File: src/rtl/multi_timer_pkg.sv
// Shared definitions for the multi-channel timer: register map, CTRL bit
// positions, ID version and the byte-strobe write merge.
package multi_timer_pkg;

    typedef enum logic [1:0] {
        REG_CTRL    = 2'd0,
        REG_PRESC   = 2'd1,
        REG_COUNT   = 2'd2,
        REG_COMPARE = 2'd3
    } reg_off_e;

    localparam logic [4:0] ADDR_STATUS = 5'd16;
    localparam logic [4:0] ADDR_ID     = 5'd17;

    localparam int CTRL_EN      = 0;
    localparam int CTRL_ONESHOT = 1;
    localparam int CTRL_IE      = 2;

    localparam logic [7:0] ID_VERSION = 8'h01;

    // Channel slots addressable by the 2-bit channel field of the word address.
    localparam int MAX_CH = 4;

    function automatic logic [31:0] byte_merge(input logic [31:0] old_val,
                                               input logic [31:0] new_val,
                                               input logic [3:0]  strb);
        logic [31:0] res;
        for (int b = 0; b < 4; b++) begin
            res[8*b +: 8] = strb[b] ? new_val[8*b +: 8] : old_val[8*b +: 8];
        end
        return res;
    endfunction

endpackage

File: src/rtl/multi_timer_channel.sv
// One timer channel: CTRL/PRESC/COUNT/COMPARE registers, enable-based
// prescaler, up-counter with compare match and the sticky match flag.
module timer_channel
    import multi_timer_pkg::*;
#(
    parameter int CNT_W   = 32,
    parameter int PRESC_W = 16
) (
    input  logic        clk,
    input  logic        resetn,
    input  logic        we_ctrl,
    input  logic        we_presc,
    input  logic        we_count,
    input  logic        we_compare,
    input  logic [31:0] wdata,
    input  logic        flag_clr,
    output logic [31:0] ctrl_rd,
    output logic [31:0] presc_rd,
    output logic [31:0] count_rd,
    output logic [31:0] compare_rd,
    output logic        flag,
    output logic        ie
);

    logic               en;
    logic               oneshot;
    logic [PRESC_W-1:0] presc;
    logic [PRESC_W-1:0] presc_cnt;
    logic [CNT_W-1:0]   count;
    logic [CNT_W-1:0]   compare;
    logic               presc_tick;
    logic               tick;
    logic               match;

    // A software write to COUNT swallows a coincident tick (and its match).
    assign presc_tick = en && (presc_cnt == presc);
    assign tick       = presc_tick && !we_count;
    assign match      = tick && (count == compare);

    always_comb begin
        // NOTE: every output of a combinational block gets a default first, so no path can infer a latch.
        ctrl_rd               = '0;
        ctrl_rd[CTRL_EN]      = en;
        ctrl_rd[CTRL_ONESHOT] = oneshot;
        ctrl_rd[CTRL_IE]      = ie;
    end

    assign presc_rd   = 32'(presc);
    assign count_rd   = 32'(count);
    assign compare_rd = 32'(compare);

    // NOTE: reset here is synchronous and active-low, so it lives inside the clocked branch.
    always_ff @(posedge clk) begin
        if (!resetn) begin
            en        <= 1'b0;
            oneshot   <= 1'b0;
            ie        <= 1'b0;
            presc     <= '0;
            presc_cnt <= '0;
            count     <= '0;
            compare   <= '0;
            flag      <= 1'b0;
        end else begin
            // NOTE: state uses non-blocking assignments so every update sees pre-edge values.
            if (!en || we_presc || presc_tick) begin
                presc_cnt <= '0;
            end else begin
                presc_cnt <= presc_cnt + PRESC_W'(1);
            end

            if (we_presc) begin
                presc <= wdata[PRESC_W-1:0];
            end
            if (we_compare) begin
                compare <= wdata[CNT_W-1:0];
            end

            if (we_count) begin
                count <= wdata[CNT_W-1:0];
            end else if (match) begin
                count <= '0;
            end else if (tick) begin
                count <= count + CNT_W'(1);
            end

            // The written EN overrides a one-shot auto-clear in the same cycle.
            if (we_ctrl) begin
                en      <= wdata[CTRL_EN];
                oneshot <= wdata[CTRL_ONESHOT];
                ie      <= wdata[CTRL_IE];
            end else if (match && oneshot) begin
                en <= 1'b0;
            end

            if (match) begin
                flag <= 1'b1;
            end else if (flag_clr) begin
                flag <= 1'b0;
            end
        end
    end

endmodule

File: src/rtl/multi_timer.sv
// Memory-mapped multi-channel timer: bus handshake, address decode, read mux,
// STATUS write-1-to-clear and the combined registered interrupt.
module multi_timer
    import multi_timer_pkg::*;
#(
    parameter int NUM_CH  = 2,
    parameter int CNT_W   = 32,
    parameter int PRESC_W = 16
) (
    input  logic        clk,
    input  logic        resetn,
    input  logic [3:0]  reg_we,
    input  logic [3:0]  reg_re,
    input  logic [4:0]  reg_addr,
    input  logic [31:0] reg_di,
    output logic [31:0] reg_do,
    output logic        ready,
    output logic        irq
);

    localparam logic [31:0] ID_VALUE = {ID_VERSION, 8'(NUM_CH), 8'(CNT_W), 8'(PRESC_W)};

    logic              access;
    logic              wr;
    logic              status_clr;
    logic [1:0]        ch;
    reg_off_e          off;
    logic [31:0]       rdata;
    logic [31:0]       wdata;
    logic [31:0]       rd_val [MAX_CH][4];
    logic [MAX_CH-1:0] flags;
    logic [MAX_CH-1:0] ie_bits;

    // A request is acknowledged only when ready is low, so a held strobe is
    // answered every other cycle.
    assign access     = ((reg_we != 4'd0) || (reg_re != 4'd0)) && !ready;
    assign wr         = access && (reg_we != 4'd0);
    assign status_clr = wr && (reg_addr == ADDR_STATUS) && reg_we[0];
    assign ch         = reg_addr[3:2];
    assign off        = reg_off_e'(reg_addr[1:0]);

    always_comb begin
        rdata = '0;
        if (!reg_addr[4]) begin
            rdata = rd_val[ch][reg_addr[1:0]];
        end else if (reg_addr == ADDR_STATUS) begin
            rdata = 32'(flags);
        end else if (reg_addr == ADDR_ID) begin
            rdata = ID_VALUE;
        end
    end

    // The addressed word's current value is both the read data and the base
    // for the byte-strobe merge.
    assign wdata = byte_merge(rdata, reg_di, reg_we);

    for (genvar c = 0; c < MAX_CH; c++) begin : g_ch
        if (c < NUM_CH) begin : g_impl
            logic sel;
            assign sel = wr && !reg_addr[4] && (ch == 2'(c));

            timer_channel #(
                .CNT_W   (CNT_W),
                .PRESC_W (PRESC_W)
            ) u_channel (
                .clk        (clk),
                .resetn     (resetn),
                .we_ctrl    (sel && (off == REG_CTRL)),
                .we_presc   (sel && (off == REG_PRESC)),
                .we_count   (sel && (off == REG_COUNT)),
                .we_compare (sel && (off == REG_COMPARE)),
                .wdata      (wdata),
                .flag_clr   (status_clr && reg_di[c]),
                .ctrl_rd    (rd_val[c][0]),
                .presc_rd   (rd_val[c][1]),
                .count_rd   (rd_val[c][2]),
                .compare_rd (rd_val[c][3]),
                .flag       (flags[c]),
                .ie         (ie_bits[c])
            );
        end else begin : g_none
            assign rd_val[c][0] = '0;
            assign rd_val[c][1] = '0;
            assign rd_val[c][2] = '0;
            assign rd_val[c][3] = '0;
            assign flags[c]     = 1'b0;
            assign ie_bits[c]   = 1'b0;
        end
    end

    always_ff @(posedge clk) begin
        if (!resetn) begin
            ready  <= 1'b0;
            reg_do <= '0;
            irq    <= 1'b0;
        end else begin
            ready  <= access;
            reg_do <= access ? rdata : '0;
            irq    <= |(flags & ie_bits);
        end
    end

endmodule

File: config.mk
export PLATFORM = sky130hd
export DESIGN_NAME = multi_timer
export DESIGN_NICKNAME = d
export VERILOG_FILES = /design/src/rtl/multi_timer_pkg.sv /design/src/rtl/multi_timer_channel.sv /design/src/rtl/multi_timer.sv
export SDC_FILE = /design/constraint.sdc
export NUM_CORES = 1
export LEC_CHECK = 0
export BUFFER_PORTS_ARGS = -buffer_cell sky130_fd_sc_hd__clkbuf_2
export CORE_UTILIZATION = 29
export CTS_CLUSTER_SIZE = 16
export DETAILED_ROUTE_END_ITERATION = 12
export HOLD_SLACK_MARGIN = 0.05
export PLACE_DENSITY = 0.41
export SKIP_CTS_REPAIR_TIMING = 1
export SLEW_MARGIN = 20
export SYNTH_ARGS = -nofsm -noshare
export SYNTH_HDL_FRONTEND = slang
export SYNTH_HIERARCHICAL = 1
export SYNTH_SLANG_ARGS = --single-unit
File: constraint.sdc
create_clock -name clk -period 2.7 [get_ports clk]
set_input_delay 0.135 -clock clk [delete_from_list [all_inputs] [get_ports clk]]
set_output_delay 0.135 -clock clk [all_outputs]
set_load 0.1 [all_outputs]
### Word-level counts from Yosys, hierarchy flattened

Index checks and enable logic that the tools add are counted.

| word-level totals | value |
|---|---|
| register bits | 234 |
| input bits | 47 |
| output and inout port bits | 34 |
| logic and storage cells | 116 |

| operators by class | value |
|---|---|
| add/sub/neg operators | 4 |
| $lt $le $gt $ge | 2 |
| equal/unequal tests | 10 |
| muxes and demuxes | 27 |
| bitwise operators | 4 |
| reduce and logical (&&, ||, !) cells | 50 |

Operator list:

| kind | number |
|---|---|
| $mux W32 | 9 |
| $bmux W128 S2 | 1 |
| $mux W128 | 2 |
| $add A32 B1 Y32 const B | 2 |
| $bmux W32 S2 | 1 |
| $eq A32 B32 Y1 | 2 |
| $mux W25 | 2 |
| $add A16 B1 Y16 const B | 2 |
| $eq A16 B16 Y1 | 2 |
| $mux W8 | 4 |
| $logic_and A1 B1 Y1 | 25 |
| $eq A5 B5 Y1 const B | 2 |
| $mux W1 | 8 |
| $reduce_bool A2 Y1 | 4 |
| $reduce_bool A4 Y1 | 2 |
| $ge A3 B3 Y1 const B | 2 |
| $logic_not A1 Y1 | 6 |
| $not A2 Y3 | 2 |
| $reduce_bool A3 Y1 | 2 |
| $logic_or A1 B1 Y1 | 5 |
| $eq A2 B1 Y1 const B | 2 |
| $eq A2 B2 Y1 const B | 2 |
| $logic_not A2 Y1 | 2 |
| $reduce_or A2 Y1 | 2 |
| other kinds (4) | 4 |

### Longest topological paths before layout

Gate-level depths: netlist of the first run.

| depth | value |
|---|---|
| word-level depth | 13 |
| gate-level depth with buffers | 11 |
| gate-level depth less buffers | 8 |

### Modules after synthesis

The synthesis of the first run kept the hierarchy.

Modules (own cells, without submodules):

| module | instances | cells an instance | area each (µm²) | sequential area each (µm²) |
|---|---|---|---|---|
| timer_channel | 2 | 633 | 5647.9 | 2001.9 |
| multi_timer | 1 | 499 | 3676.0 | 680.7 |

### Least setup slack after synthesis of the first run

No wires, ideal clock.

| timing | value |
|---|---|
| path type | register to register |
| start point | register ready |
| end point | register g_ch[0].g_impl.u_channel.presc[10] |
| setup time | 0.117 ns |
| arrival time | 2.307 ns |
| data required time | 2.583 ns |
| slack | 0.276 ns |
| stages on the path, launching flop included | 8 |
| buffers on the path | 2 |
| clock period less this slack | 2.424 ns |
| cells stage by stage | dfxtp_1 > nor3_1 > nand2b_1 > nor2_1 > clkbuf_1 > clkbuf_1 > mux2i_1 > nor2b_1 |

| on the way | value |
|---|---|
| word-level cells in the longest chain between the ends | 6 |

Ends and longest elaborated chain:

| what | RTL line | source |
|---|---|---|
| start, declared | multi_timer.sv:17 | `output logic ready,` |
| start signal, assigned | multi_timer.sv:97 | `ready <= access;` |
| $logic_not A1 Y1 | multi_timer.sv:36 | `assign access = ((reg_we != 4'd0) \|\| (reg_re != 4'd0)) && !ready;` |
| $logic_and A1 B1 Y1 | multi_timer.sv:36 |  |
| $logic_and A1 B1 Y1 | multi_timer.sv:37 | `assign wr = access && (reg_we != 4'd0);` |
| $logic_and A1 B1 Y1 (2 in a row) | multi_timer.sv:60 | `assign sel = wr && !reg_addr[4] && (ch == 2'(c));` |
| $logic_and A1 B1 Y1 | multi_timer.sv:69 | `.we_presc (sel && (off == REG_PRESC)),` |
| end signal, assigned | multi_timer_channel.sv:72 | `presc <= wdata[PRESC_W-1:0];` |
| end, declared | multi_timer_channel.sv:27 | `logic [PRESC_W-1:0] presc;` |

No other way between the ends.
A chain may end at the register's enable or synchronous reset.

### Final worst setup path of the first run

| timing | value |
|---|---|
| start point | register ready |
| end point | register g_ch[1].g_impl.u_channel.compare[11] |

| on the way | value |
|---|---|
| word-level cells in the longest chain between the ends | 6 |

Ends and longest elaborated chain:

| what | RTL line | source |
|---|---|---|
| $logic_not A1 Y1 | multi_timer.sv:36 |  |
| $logic_and A1 B1 Y1 | multi_timer.sv:36 |  |
| $logic_and A1 B1 Y1 | multi_timer.sv:37 |  |
| $logic_and A1 B1 Y1 (2 in a row) | multi_timer.sv:60 |  |
| $logic_and A1 B1 Y1 | multi_timer.sv:71 | `.we_compare (sel && (off == REG_COMPARE)),` |
| end signal, assigned | multi_timer_channel.sv:75 | `compare <= wdata[CNT_W-1:0];` |
| end, declared | multi_timer_channel.sv:30 | `logic [CNT_W-1:0] compare;` |

No other way between the ends.

==> results of run 1 <==
[cell type report]
type	instances	area share, %
clock buffers	44	5.00
clock inverters	9	0.705
inverters	11	0.242
repair buffers	174	7.13
flip-flops and latches	234	27.5
multi-input cells	1383	54.5
well taps	672	4.94
[logic make-up after synthesis]
family          synth area share [%]
flops                           31.3
mux                             15.2
simple gates                    20.9
other cells                   0.0502
compound gates                  12.1
buf+inv                         9.34
fa+ha+maj                      0.334
xor+xnor                        10.8
[worst max path at each step]
stage,startpoint,endpoint,cells past startpoint
CTS,ready,g_ch[1].g_impl.u_channel/compare_rd[6],6
global route,ready,g_ch[0].g_impl.u_channel/compare_rd[7],6
detailed placement,reg_addr[3],g_ch[1].g_impl.u_channel/compare_rd[0],8
global placement,reg_addr[3],g_ch[1].g_impl.u_channel/compare_rd[14],8
floorplan,ready,g_ch[0].g_impl.u_channel/presc[10],7
finish,ready,g_ch[1].g_impl.u_channel/compare_rd[11],6
[per-stage QoR]
stage	cell area, sq um	instances	util [%]	total power, uW	setup WS, ns
global route	17000	2527	33.7	8920	0.0652
global placement	16100	2474	31.7	4620	0.0666
detailed placement	16100	2474	31.7	4620	0.0369
floorplan	15300	1853	-	4310	0.276
finish	17000	2527	33.7	8610	0.178
CTS	17000	2527	33.7	8710	0.191
[worst min-delay path, delay by kind of cell]
| kind | cells | cell delay (ns) |
|---|---|---|
| simple gates | 1 | 0.12 |
| buf+inv | 1 | 0.25 |
| compound gates | 1 | 0.04 |
[power by group through the flow]
stage	logic, uW	registers (uW)	clock network, uW
after global routing	1090	3530	4300
after CTS	1020	3520	4170
after detailed placement	1020	3600	0
after floorplan	586	3720	0
final	1030	3520	4050
after global placement	1020	3600	0
[cell usage after synthesis, types with 11 or more instances]
master	count	area [sq um]
a21boi_1	60	450
a21oi_1	18	90.1
a31oi_1	64	400
and2_1	63	394
and3_1	12	75.1
buf_2	27	135
buf_4	106	796
clkbuf_1	71	267
dfxtp_1	234	4680
inv_1	11	41.3
mux2i_1	228	2280
nand2_1	125	469
nand3_1	38	190
nand4_1	64	400
nor2_1	88	330
nor2b_1	111	694
nor3_1	19	95.1
nor4_1	12	75.1
o21ai_0	108	541
o21ai_1	26	130
o22ai_1	12	75.1
xnor2_1	108	946
xor2_1	76	666
[per-layer routing]
metal / part of all wire [%] / vias up / track usage (%)
met4: 3.2 / 0 / 6.67
met2: 47 / 270 / 34.4
met3: 3.9 / 83 / 2.81
met5: 0 / - / 0
li1: - / 6066 / -
met1: 46 / 6084 / 26.9
[registers in the layout (all words and copies together), names as in the netlist]
signal,count
g_ch.g_impl.u_channel/en,2
g_ch.g_impl.u_channel/presc_cnt,32
ready,1
irq,1
g_ch.g_impl.u_channel/flag,2
g_ch.g_impl.u_channel/ie,2
reg_do,32
g_ch.g_impl.u_channel/presc,32
g_ch.g_impl.u_channel/count_rd,64
g_ch.g_impl.u_channel/oneshot,2
g_ch.g_impl.u_channel/compare_rd,64
==> flow_summary.yaml, run 1 <==
status:
  outcome: "finished clean"
floorplan:
  start_util_pct: 29.6
  core_sq_um: 50600
  ios: 81
  dieArea_sq_um: 52500
  std_cell_rows: 82
  die_w_um: 229
  fp.dieH_um: 229
route:
  viasPerCell: 4.95
  drtIter0Drc: 686
  antenna_left: 0
  routedWlPerCell_um: 21.4
  dr.pass1.iters: 4
  via_count: 12500
  routed_wl_um: 54200
  drc_errors: 0
final_layout:
  n_antenna_cell: 0
  syn2layout_area_growth_pct: 13.8
  register_area_sq_um: 4680
  drive_gt1_share_pct: 12.9
  layout_common_cells: "dfxtp_1 (234), mux2i_1 (228), nand2_1 (125)"
  nNetsFinal: 1884
  nFillCells: 5417
  final_common_cell: "dfxtp_1"
  multi_input_area_sq_um: 9280
hold_path:
  hold_class: "in -> reg"
  hold_end: "g_ch[1].g_impl.u_channel/en"
  hp-start: "resetn"
  hold_depth: 3
clock_tree:
  clockRootBuffer: "clkbuf_16"
  cts_buffers: 29
  htreeDepth: 1
  clock_path_buffers: 3
  clock-sinks: 234
  tritoncts: "done"
  clk_pin_slew_ns: 0.06
  clock_latency_ns: 0.57
critical_path:
  cp_max_fo: 22
  critPathArrivalTime_ns: 2.97
  r2r-start: "ready"
  end_kind: "flop"
  r2r_end: "g_ch[1].g_impl.u_channel/compare_rd[11]"
  crit_path_top_delay_cell: "nor2_4"
  reg2reg_depth: 6
  max_stage_delay_ns: 0.89
  cp_top_family: "simple AND/OR/NAND/NOR gates"
  path_cells: "nor3_1, nand2_1, nor2_4, buf_4, mux2i_1, nor2b_1"
  path_buf_inv: 1
  start_kind: "flop"
  r2r_slack_ns: 0.18
  path_class: "reg -> reg"
  critical_path_required_ns: 3.15
power:
  p_sw_uw: 2340
  intPower_uw: 6270
  power.density_nw_per_um2: 505
  combPwrFrac_pct: 11.9
  seqPwrFrac_pct: 41.0
  power_frac_clock_pct: 47.1
  power_leakage_uw: 0.00639
  ir_drop_mv: 0.518
  switching_share_pct: 27.2
logic_synthesis:
  yosysSeqAreaShare_pct: 31.3
  yosysWarnings: 6
  yosys.cell_types.count: 46
  syn_inst: 1765
  netlist_area_sq_um: 15000
  synth_edf_count: 0
  ys_ff_latch: 234
  synth_flop_cell: "dfxtp_1"
  synthArstFlopShare_pct: 0
  synth_area_per_cell_sq_um: 8.48
timing:
  hold_slack_ns: 0.0650
  min_period_over_period_pct: 93.4
  tightestPinTransition_ns: 1.14
  fmax_mhz: 397
  relSlewSlack_pct: 23.9
  hold_violations: 0
  clock_skew_ns: 0.0125
  post-route-min-period_ns: 2.52
  tns_ns: 0
  maxSlewViolCount: 0
  rsz0062_at_grt: "false"
  finalSetupViolations: 0
global_route:
  grt_max_degree: 107
  antenna_found_initial: 0
  grt_pass1_wl_um: 81600
  overflow: 0
  grt_pass1_vias: 12500
  track_usage_pct: 20.5
placement:
  gp_congestion: 0.841
  portBuffers: 80
  hpwl_um: 39000
job:
  cap_violations: 0
(Power assumes the default switching activity.)
==> run 2: changes to the inputs <==
--- a/config.mk
+++ b/config.mk
@@ -12,4 +12,5 @@
 export HOLD_SLACK_MARGIN = 0.05
 export PLACE_DENSITY = 0.41
+export SETUP_SLACK_MARGIN = 0.4
 export SKIP_CTS_REPAIR_TIMING = 1
 export SLEW_MARGIN = 20
==> constraint.sdc (replaced) <==
create_clock -name clk -period 2.7 [get_ports clk]
set_input_delay 0.54 -clock clk [delete_from_list [all_inputs] [get_ports clk]]
set_output_delay 0.54 -clock clk [all_outputs]
set_load 0.1 [all_outputs]
==> run 2 against run 1 <==
Compared with the run above: non-clock buffer count is 46 higher; cell count up 1.7%; hold slack improved by 0.40 ns; highest routed layer unchanged; setup slack better by 0.31 ns; via count up 0.55%; critical endpoint is now g_ch[0].g_impl.u_channel/en; combinational power grew 9%; die area unchanged.
==> flow_summary.yaml, run 2 (synthesis gave the netlist of run 1 again) <==
placement:
  hpwl_um: 40400
  postPlaceCellArea_sq_um: 16500
  place_inst: 2518
  gp_congestion: 0.850
  portBuffers: 80
  pre_cts_ws_ns: 0.110
global_route:
  grt_pass1_vias: 12300
  track_usage_pct: 20.5
  grt_max_degree: 54
  grt_pass1_wl_um: 80800
  antenna_found_initial: 1
  overflow: 0
timing:
  maxSlewViolCount: 0
  finalSetupViolations: 0
  hold_slack_ns: 0.467
  relSlewSlack_pct: 60.7
  clock_skew_ns: 0.0277
  rsz0062_at_grt: "false"
  min_period_over_period_pct: 82.1
  fmax_mhz: 451
  tns_ns: 0
  post-route-min-period_ns: 2.22
  hold_violations: 0
  tightestPinTransition_ns: 0.590
  worst_slack_ns: 0.484
final_layout:
  multi_input_area_sq_um: 9300
  drive_gt1_share_pct: 16.0
  fin_cells: 2571
  n_antenna_cell: 0
  design_area_sq_um: 17600
  final_common_cell: "mux2i_1"
  layout_common_cells: "mux2i_1 (228), dfxtp_1 (226), nand2_1 (125)"
  nNetsFinal: 1929
  nFillCells: 5303
  syn2layout_area_growth_pct: 17.9
  register_area_sq_um: 4690
critical_path:
  path_class: "reg -> reg"
  start_kind: "flop"
  critical_path_required_ns: 3.16
  critPathArrivalTime_ns: 2.68
  end_kind: "flop"
  cp_max_fo: 3
floorplan:
  ios: 81
  die_w_um: 229
  std_cell_rows: 82
  dieArea_sq_um: 52500
  start_util_pct: 29.6
  core_sq_um: 50600
  fp.dieH_um: 229
clock_tree:
  clock_latency_ns: 0.59
  cts_buffers: 28
  htreeDepth: 1
  clk_pin_slew_ns: 0.07
  clockRootBuffer: "clkbuf_16"
  tritoncts: "done"
  clock-sinks: 234
  clock_path_buffers: 3
job:
  cap_violations: 0
route:
  routed_wl_um: 54900
  via_count: 12600
  drtIter0Drc: 634
  viasPerCell: 4.89
  antenna_left: 0
  dr.pass1.iters: 5
  routedWlPerCell_um: 21.4
  drc_errors: 0
power:
  power.density_nw_per_um2: 512
  power_frac_clock_pct: 48.6
  power_leakage_uw: 0.00671
  ir_drop_mv: 0.434
  switching_share_pct: 26.8
  intPower_uw: 6620
  seqPwrFrac_pct: 39.0
  combPwrFrac_pct: 12.4
  p_sw_uw: 2420
hold_path:
  hold_class: "in -> reg"
status:
  outcome: "finished clean"
## run 2: cell count changes in the layout (fill, tap and decap cells not counted), sizes merged
cell / previous run / this run
buf: 96 / 142
clkbuf: 122 / 114
bufinv: 3 / 7
clkinv: 6 / 8
## run 2: worst max-delay path: stages, from the launching register on
cell	delay [ns]
dfxtp_1	0.35
xnor2_2	0.27
nand4_1	0.29
nor4_1	0.44
buf_4	0.23
nand2_1	0.07
nor3_1	0.30
a31oi_1	0.13
## run 2: path summary, 6_finish.rpt
kind | start | end | slack (ns) | cells past startpoint
max | g_ch[0].g_impl.u_channel/compare_rd[8] | g_ch[0].g_impl.u_channel/en | 0.48 | 7
min | resetn | g_ch[0].g_impl.u_channel/en | 0.47 | 3
max reg2reg | g_ch[0].g_impl.u_channel/compare_rd[8] | g_ch[0].g_impl.u_channel/en | 0.48 | 7
min reg2reg | g_ch[1].g_impl.u_channel/oneshot | g_ch[1].g_impl.u_channel/en | 0.48 | 1
## run 2: stage by stage
stage / util [%] / power, uW
finish: 34.9 / 9040
floorplan: - / 4310
CTS: 34.8 / 9150
detailed placement: 32.7 / 4710
global route: 34.9 / 9350
global placement: 32.7 / 4710
## run 2: power groups by stage
stage | Clock, uW | Combinational (uW) | Sequential [uW]
final | 4390 | 1120 | 3530
after floorplan | 0 | 589 | 3720
after global routing | 4630 | 1190 | 3530
after global placement | 0 | 1110 | 3600
after CTS | 4510 | 1110 | 3530
after detailed placement | 0 | 1110 | 3600
## run 2: cell type report
cell class                      count  area share, %
Inverter                           11          0.234
Tap cell                          672           4.76
Sequential cell                   234           26.6
Clock inverter                     15           1.50
Timing Repair Buffer              220           9.69
Multi-Input combinational cell   1383           52.7
Clock buffer                       36           4.48
## run 2: layer usage
metal  up-vias  share of wire, %  global-route usage [%]
li1       6165                 -                       -
met5         -                 0                       0
met4         0               4.2                    8.31
met3       105               3.3                    2.33
met1      6026                45                    26.2
met2       276                48                    35.0
==> run 3: changes to the inputs <==
- PLACE_DENSITY: 0.41 -> 0.42
- clock period: 2.7 -> 2 ns (I/O delays scaled with it)
==> run 3 against run 2 <==
Compared with the run above: the run now ends with setup timing left; wire length up 14%; register-to-register slack worse by 0.71 ns; cell count up 10%; setup slack worse by 0.71 ns; fmax down 0.33%; critical path type unchanged.
==> flow_summary.yaml, run 3 (synthesis gave the netlist of run 1 again) <==
final_layout:
  final_common_cell: "buf_4"
  syn2layout_area_growth_pct: 42.2
  nFillCells: 5118
  register_area_sq_um: 4770
  drive_gt1_share_pct: 35.0
  design_area_sq_um: 21300
  multi_input_area_sq_um: 10300
  layout_common_cells: "buf_4 (302), mux2i_1 (217), dfxtp_1 (186)"
  nNetsFinal: 2186
  n_antenna_cell: 0
critical_path:
  max_stage_delay_ns: 0.41
  reg2reg_depth: 9
  crit_start: "g_ch[0].g_impl.u_channel/presc[11]"
  end_kind: "flop"
  start_kind: "flop"
  critPathArrivalTime_ns: 2.73
  r2r_slack_ns: -0.22
  crit_path_top_delay_cell: "nor4_2"
  path_cells: "xor2_1, nor4_2, nand3_2, buf_6, a2111oi_4, buf_6, buf_12, nand2_4, a21boi_2"
  endpoint: "g_ch[0].g_impl.u_channel/count_rd[14]"
  r2r_end: "g_ch[0].g_impl.u_channel/count_rd[14]"
  cp_max_fo: 6
  critical_path_required_ns: 2.50
  path_class: "reg -> reg"
  r2r-start: "g_ch[0].g_impl.u_channel/presc[11]"
  cp_common_cell: "buf_6"
floorplan:
  dieArea_sq_um: 52500
  die_w_um: 229
  ios: 81
  core_sq_um: 50600
  start_util_pct: 29.6
  fp.dieH_um: 229
  std_cell_rows: 82
timing:
  hold_violations: 0
  post-route-min-period_ns: 2.22
  finalSetupViolations: 64
  min_period_over_period_pct: 111
  tns_ns: -9.31
  clock_skew_ns: 0.0169
  maxSlewViolCount: 0
  relSlewSlack_pct: 64.0
  worst_slack_ns: -0.223
  rsz0062_at_grt: "true"
  hold_slack_ns: 0.250
  tightestPinTransition_ns: 0.543
  fmax_mhz: 450
power:
  switching_share_pct: 28.2
  p_sw_uw: 3300
  p_total_uw: 11700
  ir_drop_mv: 0.800
  seqPwrFrac_pct: 40.6
  intPower_uw: 8400
  combPwrFrac_pct: 16.2
  power_leakage_uw: 0.00857
  power.density_nw_per_um2: 550
  power_frac_clock_pct: 43.2
placement:
  portBuffers: 80
  gp_congestion: 0.887
  hpwl_um: 44800
  postPlaceCellArea_sq_um: 18500
  pre_cts_ws_ns: -0.670
hold_path:
  hold_class: "in -> reg"
clock_tree:
  htreeDepth: 1
  clock_latency_ns: 0.58
  clockRootBuffer: "clkbuf_16"
  clk_pin_slew_ns: 0.06
  clock-sinks: 234
  clock_path_buffers: 3
  tritoncts: "done"
  cts_buffers: 29
global_route:
  antenna_found_initial: 1
  track_usage_pct: 22.2
  grt_max_degree: 74
  overflow: 0
  grt_pass1_wl_um: 88200
  grt_pass1_vias: 13800
route:
  routedWlPerCell_um: 22.1
  antenna_left: 0
  dr.pass1.iters: 6
  routed_wl_um: 62500
  drtIter0Drc: 815
  via_count: 14000
  viasPerCell: 4.94
  drc_errors: 0
status:
  outcome: "finished, violations left"
  violations: "setup timing"
job:
  cap_violations: 0
==> run 3: cell types whose count changed in the layout (fill, tap and decap cells not counted), sizes merged <==
cell / change
buf: +272
bufinv: -7
clkbuf: -6
clkinv: -4
clkinvlp: +1
inv: +1
==> run 3: layout make-up <==
class	instances	area share, %
Clock buffer	46	3.99
Clock inverter	6	0.170
Inverter	11	0.194
Multi-Input combinational cell	1383	48.3
Sequential cell	234	22.4
Tap cell	672	3.95
Timing Repair Buffer	476	21.0
==> run 3: power groups by stage <==
| stage | registers (uW) | clock network (uW) | logic (uW) |
|---|---|---|---|
| 4_1_cts | 4750 | 5190 | 1660 |
| 3_3_place_gp | 4860 | 0 | 1660 |
| 5_1_grt | 4750 | 5370 | 2000 |
| 2_1_floorplan | 5030 | 0 | 874 |
| 3_5_place_dp | 4860 | 0 | 1660 |
| 6_report | 4750 | 5050 | 1900 |
==> run 3: worst min-delay path by stage <==
stage                                                  endpoint                                  start  slack [ns]  cells after the start
after floorplan           g_ch[0].g_impl.u_channel/presc_cnt[0]  g_ch[0].g_impl.u_channel/presc_cnt[0]        0.43                      1
after global placement              g_ch[0].g_impl.u_channel/en       g_ch[0].g_impl.u_channel/oneshot        0.49                      1
after detailed placement            g_ch[1].g_impl.u_channel/en       g_ch[1].g_impl.u_channel/oneshot        0.47                      1
after CTS                           g_ch[1].g_impl.u_channel/en                                 resetn        0.22                      3
after global routing              g_ch[0].g_impl.u_channel/flag                                 resetn        0.25                      2
final                               g_ch[1].g_impl.u_channel/en                                 resetn        0.25                      3
==> run 3: worst max-delay path, delay by kind of cell (launching register included) <==
family	cells	cell delay, ns
AOI/OAI and AO/OA	2	0.38
DFF	1	0.36
buffers and inverters	3	0.56
and+or+nand+nor	3	0.66
xor gates and xnor gates	1	0.16
==> run 3: stage by stage <==
stage,cells,utilization [%]
2_1_floorplan,1853,-
4_1_cts,2780,38.3
6_report,2828,42.1
3_5_place_dp,2728,36.5
5_1_grt,2828,42.1
3_3_place_gp,2728,36.5
==> run 3: metal layers <==
layer	vias up	track usage [%]	routed length [um]
met4	0	8.50	2870
met5	-	0	0
met1	6828	27.8	27000
met3	120	2.38	2380
met2	316	39.1	30300
li1	6698	-	-
